<file path="src/rtl/regfile_seq_pkg.sv">
// Shared definitions for the register-file sequencer: opcodes, FSM state
// encoding and instruction field positions.
package regfile_seq_pkg;

  localparam logic [2:0] OP_NOP  = 3'd0;
  localparam logic [2:0] OP_LDI  = 3'd1;
  localparam logic [2:0] OP_MOV  = 3'd2;
  localparam logic [2:0] OP_ADD  = 3'd3;
  localparam logic [2:0] OP_SUB  = 3'd4;
  localparam logic [2:0] OP_AND  = 3'd5;
  localparam logic [2:0] OP_OR   = 3'd6;
  localparam logic [2:0] OP_HALT = 3'd7;

  localparam int OP_MSB  = 15;
  localparam int OP_LSB  = 13;
  localparam int RD_MSB  = 12;
  localparam int RD_LSB  = 10;
  localparam int RA_MSB  = 9;
  localparam int RA_LSB  = 7;
  localparam int RB_MSB  = 6;
  localparam int RB_LSB  = 4;
  localparam int IMM_MSB = 7;
  localparam int IMM_LSB = 0;

  typedef enum logic [2:0] {
    ST_IDLE   = 3'd0,
    ST_DECODE = 3'd1,
    ST_EXEC   = 3'd2,
    ST_WB     = 3'd3,
    ST_HALT   = 3'd4
  } state_t;

endpackage

</file>
<file path="src/rtl/seq_instr_decode.sv">
// Combinational instruction field splitter and opcode classifier.
module seq_instr_decode
  import regfile_seq_pkg::*;
(
  input  logic [15:0] instr,
  output logic [2:0]  op,
  output logic [2:0]  rd,
  output logic [2:0]  ra,
  output logic [2:0]  rb,
  output logic [7:0]  imm,
  output logic        is_alu,
  output logic        is_ldi,
  output logic        is_nop,
  output logic        is_halt
);

  // Split fields and classify the opcode
  always_comb begin
    op      = instr[OP_MSB:OP_LSB];
    rd      = instr[RD_MSB:RD_LSB];
    ra      = instr[RA_MSB:RA_LSB];
    rb      = instr[RB_MSB:RB_LSB];
    imm     = instr[IMM_MSB:IMM_LSB];
    is_ldi  = (op == OP_LDI);
    is_nop  = (op == OP_NOP);
    is_halt = (op == OP_HALT);
    is_alu  = (op >= OP_MOV) && (op <= OP_OR);
  end

endmodule

</file>
<file path="src/rtl/regfile_seq_ctrl.sv">
// Multicycle sequencer driving the 8x8 register file selects, load enable,
// write-data mux and ALU opcode, one instruction at a time.
module regfile_seq_ctrl
  import regfile_seq_pkg::*;
#(
  parameter int ALU_LAT = 1,
  parameter int CNT_W   = 8
) (
  input  logic             clk,
  input  logic             rst,
  input  logic [15:0]      instr,
  input  logic             instr_valid,
  output logic             instr_ready,
  output logic [2:0]       sa,
  output logic [2:0]       sb,
  output logic [2:0]       s,
  output logic             L,
  output logic [2:0]       alu_op,
  output logic             ip_sel,
  output logic [7:0]       imm,
  output logic             busy,
  output logic             halted,
  output logic             instr_done,
  output logic [CNT_W-1:0] retired_cnt
);

  // Counter wide enough for ALU_LAT-1 up to 3
  localparam int              EXEC_W    = 3;
  localparam logic [EXEC_W-1:0] EXEC_LOAD = EXEC_W'(ALU_LAT - 1);

  state_t              state, state_nxt;
  logic [15:0]         instr_p0;
  logic [EXEC_W-1:0]   exec_cnt;
  logic [CNT_W-1:0]    cnt_q;
  logic                ready_i;
  logic                retire;
  logic                write_en;
  logic                active;
  logic                accept;

  logic [2:0] d_op, d_rd, d_ra, d_rb;
  logic [7:0] d_imm;
  logic       d_is_alu, d_is_ldi, d_is_nop, d_is_halt;

  seq_instr_decode u_decode (
    .instr   (instr_p0),
    .op      (d_op),
    .rd      (d_rd),
    .ra      (d_ra),
    .rb      (d_rb),
    .imm     (d_imm),
    .is_alu  (d_is_alu),
    .is_ldi  (d_is_ldi),
    .is_nop  (d_is_nop),
    .is_halt (d_is_halt)
  );

  assign accept = instr_valid && instr_ready;

  // FSM state register
  always_ff @(posedge clk) begin
    if (rst) state <= ST_IDLE;
    else     state <= state_nxt;
  end

  // Next state plus internal retire/write strobes
  always_comb begin
    state_nxt = state;
    ready_i   = 1'b0;
    retire    = 1'b0;
    write_en  = 1'b0;
    unique case (state)
      ST_IDLE: begin
        ready_i = 1'b1;
        if (instr_valid) state_nxt = ST_DECODE;
      end
      ST_DECODE: begin
        if (d_is_ldi) begin
          state_nxt = ST_WB;
        end else if (d_is_alu) begin
          state_nxt = ST_EXEC;
        end else if (d_is_halt) begin
          retire    = 1'b1;
          state_nxt = ST_HALT;
        end else begin
          retire    = 1'b1;
          state_nxt = ST_IDLE;
        end
      end
      ST_EXEC: begin
        if (exec_cnt == '0) state_nxt = ST_WB;
      end
      ST_WB: begin
        write_en  = 1'b1;
        retire    = 1'b1;
        state_nxt = ST_IDLE;
      end
      ST_HALT: state_nxt = ST_HALT;
      default: state_nxt = ST_IDLE;
    endcase
  end

  // Instruction latch, captured only on a handshake
  always_ff @(posedge clk) begin
    if (rst)         instr_p0 <= '0;
    else if (accept) instr_p0 <= instr;
  end

  // EXEC down-counter: loaded in DECODE, EXEC ends when it reaches zero
  always_ff @(posedge clk) begin
    if (rst)                                     exec_cnt <= '0;
    else if (state == ST_DECODE)                 exec_cnt <= EXEC_LOAD;
    else if (state == ST_EXEC && exec_cnt != '0) exec_cnt <= exec_cnt - 1'b1;
  end

  // Retired-instruction counter, wraps naturally
  always_ff @(posedge clk) begin
    if (rst)         cnt_q <= '0;
    else if (retire) cnt_q <= cnt_q + 1'b1;
  end

  // Output decode; everything forced low while rst is high so no write lands on a reset edge
  always_comb begin
    active      = (state == ST_DECODE) || (state == ST_EXEC) || (state == ST_WB);
    instr_ready = 1'b0;
    busy        = 1'b0;
    halted      = 1'b0;
    instr_done  = 1'b0;
    L           = 1'b0;
    s           = '0;
    ip_sel      = 1'b0;
    sa          = '0;
    sb          = '0;
    alu_op      = '0;
    imm         = '0;
    retired_cnt = '0;
    if (!rst) begin
      instr_ready = ready_i;
      busy        = active;
      halted      = (state == ST_HALT);
      instr_done  = retire;
      L           = write_en;
      s           = write_en ? d_rd : 3'd0;
      ip_sel      = write_en && d_is_ldi;
      retired_cnt = cnt_q;
      if (active) begin
        sa     = d_ra;
        sb     = d_rb;
        alu_op = d_op;
        imm    = d_is_ldi ? d_imm : 8'd0;
      end
    end
  end

endmodule
</file>
<file path="config.mk">
export PLATFORM = sky130hd
export DESIGN_NAME = regfile_seq_ctrl
export DESIGN_NICKNAME = d
export VERILOG_FILES = /design/src/rtl/regfile_seq_pkg.sv /design/src/rtl/seq_instr_decode.sv /design/src/rtl/regfile_seq_ctrl.sv
export SDC_FILE = /design/constraint.sdc
export NUM_CORES = 1
export LEC_CHECK = 0
export ABC_AREA = 0
export CORE_UTILIZATION = 30
export DETAILED_ROUTE_END_ITERATION = 16
export PLACE_DENSITY = 0.56
export SETUP_SLACK_MARGIN = 0.15
export SYNTH_ARGS = -nofsm -noshare
export SYNTH_HDL_FRONTEND = slang
export SYNTH_SLANG_ARGS = --single-unit
</file>
<file path="constraint.sdc">
create_clock -name clk -period 1.73 [get_ports clk]
set_input_delay 0.4325 -clock clk [delete_from_list [all_inputs] [get_ports clk]]
set_output_delay 0.4325 -clock clk [all_outputs]
set_load 0.05 [all_outputs]
</file>
# Word level (Yosys, flattened, before mapping)
# Index checks and enable logic that the tools add are counted.
dict set report word_totals {
  mem_bits_rw 0
  n_memories 0
  latch_bits 0
  mem_bits_ro 0
  elab_cells 56
  regBits 30
}
dict set report op_classes {
  add_sub_neg 2
  eq_ne 8
  magnitude_cmp 2
  n_mux 29
  reduce_logical 11
  n_shift 0
  bitwise 0
  mul 0
  div 0
}
# op n
set ops {}
lappend ops {{3-bit 2-to-1 mux} 13}
lappend ops {{8-bit 2-to-1 mux} 4}
lappend ops {{3-bit case mux with 4 select lines} 1}
lappend ops {{1-bit 2-to-1 mux} 10}
lappend ops {{8-bit by 1-bit adder with 8-bit output, second input constant} 1}
lappend ops {{3-bit by 1-bit equality test with 1-bit output, second input constant} 2}
lappend ops {{3-bit by 2-bit equality test with 1-bit output, second input constant} 2}
lappend ops {{3-bit equality test, second input constant} 2}
lappend ops {{3-bit logical NOT} 2}
lappend ops {{1-bit logical AND} 4}
lappend ops {{2-bit inequality test, second input constant} 2}
lappend ops {{3-bit by 2-bit >= comparator with 1-bit output, second input constant} 1}
lappend ops {{3-bit less-or-equal comparator, second input constant} 1}
lappend ops {{3-bit nonzero test} 1}
lappend ops {{3-bit by 1-bit subtractor with 3-bit output, second input constant} 1}
lappend ops {{1-bit logical OR} 2}
lappend ops {{1-bit case mux with 2 select lines} 1}
lappend ops {{2-bit AND reduction} 1}
lappend ops {{2-bit OR reduction} 1}

# Depth between registers and ports, before layout
dict set report depth {
  ltp_word 6
  mapped_depth 7
}

# Hierarchy
# From an unflattened synthesis, not the netlist that was laid out.
dict set report unflattened {
  cells_unflattened 189
  area_unflattened_um2 1794.2
}
# module instances area_each_um2 cells_per_inst
set by_module_without_submodules {}
lappend by_module_without_submodules {regfile_seq_ctrl 1 1612.8 164}
lappend by_module_without_submodules {seq_instr_decode 1 181.4 25}

# Least setup slack after synthesis
# OpenSTA, ideal clock, no wires.
dict set report synth_path {
  kind {register to output}
  from {reg state[0]}
  to {out ip_sel}
  arrival_ns 2.552
  path_stages_with_launch 4
  required_ns 1.297
  slack_ns -1.255
  cell_sequence {dfxtp_1 > and2b_2 > nor3b_1 > and2_1}
}
dict set report synth_via {
  elab_chain_cells 4
}
# item line
set synth_lines {}
lappend synth_lines {{from (decl)} regfile_seq_ctrl.sv:31} ;# state_t state, state_nxt;
lappend synth_lines {{from (signal assigned)} regfile_seq_ctrl.sv:63} ;# else state <= state_nxt;
lappend synth_lines {{3-bit by 2-bit equality test with 1-bit output} regfile_seq_ctrl.sv:72} ;# unique case (state)
lappend synth_lines {{1-bit 2-to-1 mux} regfile_seq_ctrl.sv:72}
lappend synth_lines {{1-bit logical AND} regfile_seq_ctrl.sv:144} ;# ip_sel = write_en && d_is_ldi;
lappend synth_lines {{1-bit 2-to-1 mux} regfile_seq_ctrl.sv:137} ;# if (!rst) begin
lappend synth_lines {{to (decl)} regfile_seq_ctrl.sv:19} ;# output logic ip_sel,
# No other way between the ends.

# Final worst setup path
dict set report layout_path {
  from {reg state[2]}
  to {out imm[5]}
}
dict set report layout_via {
  elab_chain_cells 5
  elab_cells_between_ends 7
}
# item line
set layout_lines {}
lappend layout_lines {{3-bit by 1-bit equality test with 1-bit output / 3-bit by 2-bit equality test with 1-bit output (equally long branches)} regfile_seq_ctrl.sv:124} ;# active = (state == ST_DECODE) || (state == ST_EXEC) || (state == ST_WB);
lappend layout_lines {{1-bit logical OR} regfile_seq_ctrl.sv:124}
lappend layout_lines {{1-bit logical OR *} regfile_seq_ctrl.sv:124}
lappend layout_lines {{8-bit 2-to-1 mux *} regfile_seq_ctrl.sv:146} ;# if (active) begin
lappend layout_lines {{8-bit 2-to-1 mux *} regfile_seq_ctrl.sv:137}
lappend layout_lines {{to (decl)} regfile_seq_ctrl.sv:20} ;# output logic [7:0] imm,
# Mark *: on every way between the ends. The rest lies on a longest branch, timed or not.

==> impl_metrics.json <==
{
  "maxCapViolCount": 0,
  "wire_per_inst_um": 12.7,
  "synth_common_cells": "37 x nand2_1, 30 x dfxtp_1, 16 x nand3b_1",
  "path_class": "flop to primary output",
  "htree_levels": 2,
  "fin_skew_ns": 0.00462,
  "cp_num_cells": 5,
  "synth.distinct_cells": 35,
  "critPathMaxFanout": 11,
  "yosys_warnings": 0,
  "crit_chain": "buf_12 > nor3_4 > buf_6 > and3_4 > buf_12",
  "ys_seq_area_frac": 0.402,
  "dpl.hpwl_um": 2760,
  "root_buffer": "clkbuf_8",
  "cts_tree": "yes",
  "fin_crit_ns": 1.90,
  "setup.worst_path.end_class": "primary output",
  "synth_cells": 182,
  "fin_setup_tns_ns": -3.46,
  "core_area_um2": 4750,
  "routed_wl_um": 4210,
  "slowest_delay_ns": 0.35,
  "required_ns": 1.30,
  "avgSynthCellArea_um2": 8.22,
  "final_layout_size_suffix_gt1_frac": 0.506,
  "via_per_inst": 4.49,
  "place_congestion": 0.706,
  "row_count": 25,
  "max-slew-margin-rel": 0.693,
  "grt_pass1_vias": 1417,
  "synth_flop_cell": "dfxtp_1",
  "worst_slew_pin_slew_ns": 0.459,
  "cts_buffers": 5,
  "synth-edff-count": 0,
  "critPathArrivalTime_ns": 1.47,
  "clock_latency_ns": 0.27,
  "fin_util": 0.647,
  "fin_crit_sh": 1.10,
  "place_ws_ns": -0.0348,
  "syn-num-nets": 204,
  "clock_path_buffers": 2,
  "port_buffers": 52,
  "num_vias": 1482,
  "yosys.area.top_type": "dfxtp_1",
  "post-route-worst-setup-slack_ns": -0.172,
  "violations": "negative setup slack",
  "dieArea_um2": 5270,
  "die_h_um": 72.6,
  "finalMaxSlewViolations": 0,
  "hp-class": "input port to flop",
  "cp-start-kind": "flop",
  "grt_max_degree": 19,
  "setup_viol": 25,
  "crit_slowest_cell": "dfxtp_4",
  "fmax_mhz": 526,
  "synth_seq_cells": 30,
  "antenna_found_initial": 0,
  "start_util": 0.314,
  "fill_cells": 394,
  "power.leakage_nw": 1.25,
  "ir_drop_mv": 0.436,
  "dr.pass1.iters": 4,
  "ant_nets": 0,
  "ys_async_sr_fraction": 0,
  "hold_viol": 0,
  "drtIter0Drc": 40,
  "cp_common_cell": "buf_12",
  "die-width_um": 72.6,
  "grt_pass1_wl_um": 6490,
  "yosysMostFrequentCell": "nand2_1",
  "syn_to_final_growth_pct": 106,
  "nets": 284,
  "netlist.area_leader.share": 0.402,
  "netlist_top_cells_area": "dfxtp_1 40%, nand2_1 9.3%, nand3b_1 8.0%",
  "cpLargestDelayFamily": "buffers and inverters",
  "path_buf_inv": 3,
  "grt_overflow": 0,
  "cts_num_sinks": 30,
  "worstHoldPathCells": 3,
  "grt.total_usage": 0.161,
  "reg2reg_depth": 7,
  "clkTransAtPathRegs_ns": 0.06,
  "hold_slack_ns": 0.449,
  "ios": 53,
  "drc": 0,
  "p_per_area_nw_per_um2": 619,
  "diodes": 0,
  "syn-cell-area_um2": 1500,
  "rsz0062_at_grt": "true",
  "status": "finished with violations"
}
## logic make-up (layout without fill, tap and decap cells)
family | Yosys count | in the layout | synth area share
xor gates and xnor gates | 3 | 3 | 0.0176
adders and majority gates | 3 | 3 | 0.0251
muxes | 3 | 3 | 0.0218
buffers and inverters | 15 | 95 | 0.0402
and+or+nand+nor | 114 | 115 | 0.424
AOI/OAI and AO/OA | 14 | 14 | 0.0694
DFF | 30 | 30 | 0.402
## final cells by class
class	instances	area [µm²]	area share
sequential	30	626	0.203
clock buffer	8	110	0.0358
tap	67	83.8	0.0272
inverter	6	22.5	0.00732
timing repair buffer	81	1110	0.359
multi-input combinational	138	1130	0.367
## worst paths after layout
check / from / endpoint / slack [ns]
worst max register to register: state[2]$_SDFFE_PP0P_ / cnt_q[3]$_SDFFE_PP0P_ / 0.07
worst max-delay path: state[2]$_SDFFE_PP0P_ / imm[5] / -0.17
worst min register to register: instr_p0[1]$_SDFFE_PP0P_ / instr_p0[1]$_SDFFE_PP0P_ / 0.47
worst min-delay path: rst / cnt_q[2]$_SDFFE_PP0P_ / 0.45
## registers in the layout, indices dropped and copies added, names as in the netlist
name and cells:
instr_p0 16, cnt_q 8, state 3, exec_cnt 3
## metal layers
metal / vias up / share of wire / global-route usage
li1: 778 / - / -
met4: 0 / 0.0088 / 0.0588
met2: 34 / 0.53 / 0.273
met5: - / 0 / 0
met3: 2 / 0.035 / 0.0414
met1: 668 / 0.43 / 0.196
## worst register-to-register path, cell delays in order, from the launching register on
cell	delay [ns]
dfxtp_4	0.35
and2b_2	0.22
buf_4	0.10
buf_6	0.10
o31ai_4	0.08
buf_6	0.15
or4_1	0.46
a21oi_1	0.12
## power by group
group	internal, mW	switching, mW	total (mW)
logic	0.249	0.235	0.485
registers	0.731	0.0391	0.770
clock network	0.401	0.248	0.650
total	1.38	0.523	1.90
## placed cells by master (no fill, tap or decap), types with 2 or more instances in the layout
cell type,netlist,routed
mux2_4,0,2
nor2_1,12,8
dfxtp_1,30,22
inv_1,6,6
ha_1,3,3
xor2_1,2,2
nand2_1,37,34
clkbuf_8,0,8
buf_8,0,5
nor3_4,0,3
nor2b_4,0,7
nand3b_1,16,16
nor3b_4,0,3
nor4_4,0,2
and3_4,0,9
or4_1,2,2
nand2_2,0,2
buf_12,0,27
o21ai_0,3,3
clkdlybuf4s50_1,0,17
nor3_1,3,2
and2_4,0,14
dfxtp_2,0,2
buf_6,0,16
o31ai_1,2,2
dfxtp_4,0,6
buf_4,0,15
nand2_8,0,2
nor2_4,0,2
a21oi_1,3,3
nor2_2,0,2
## stage by stage
stage,std cells,power (mW),area (µm²)
detailed placement,309,1.17,2580
global route,330,2.00,3080
finish,330,1.90,3080
CTS,321,1.86,2850
floorplan,182,1.01,1710
global placement,309,1.17,2580
## repair_timing
action	CTS	global route
setup buffers	4	7
pin swaps	2	12
gates cloned	0	2
resized for setup	33	39
hold buffers	0	0
setup endpoints to repair	34	53
No activity file was read; power rests on OpenSTA's default activity.
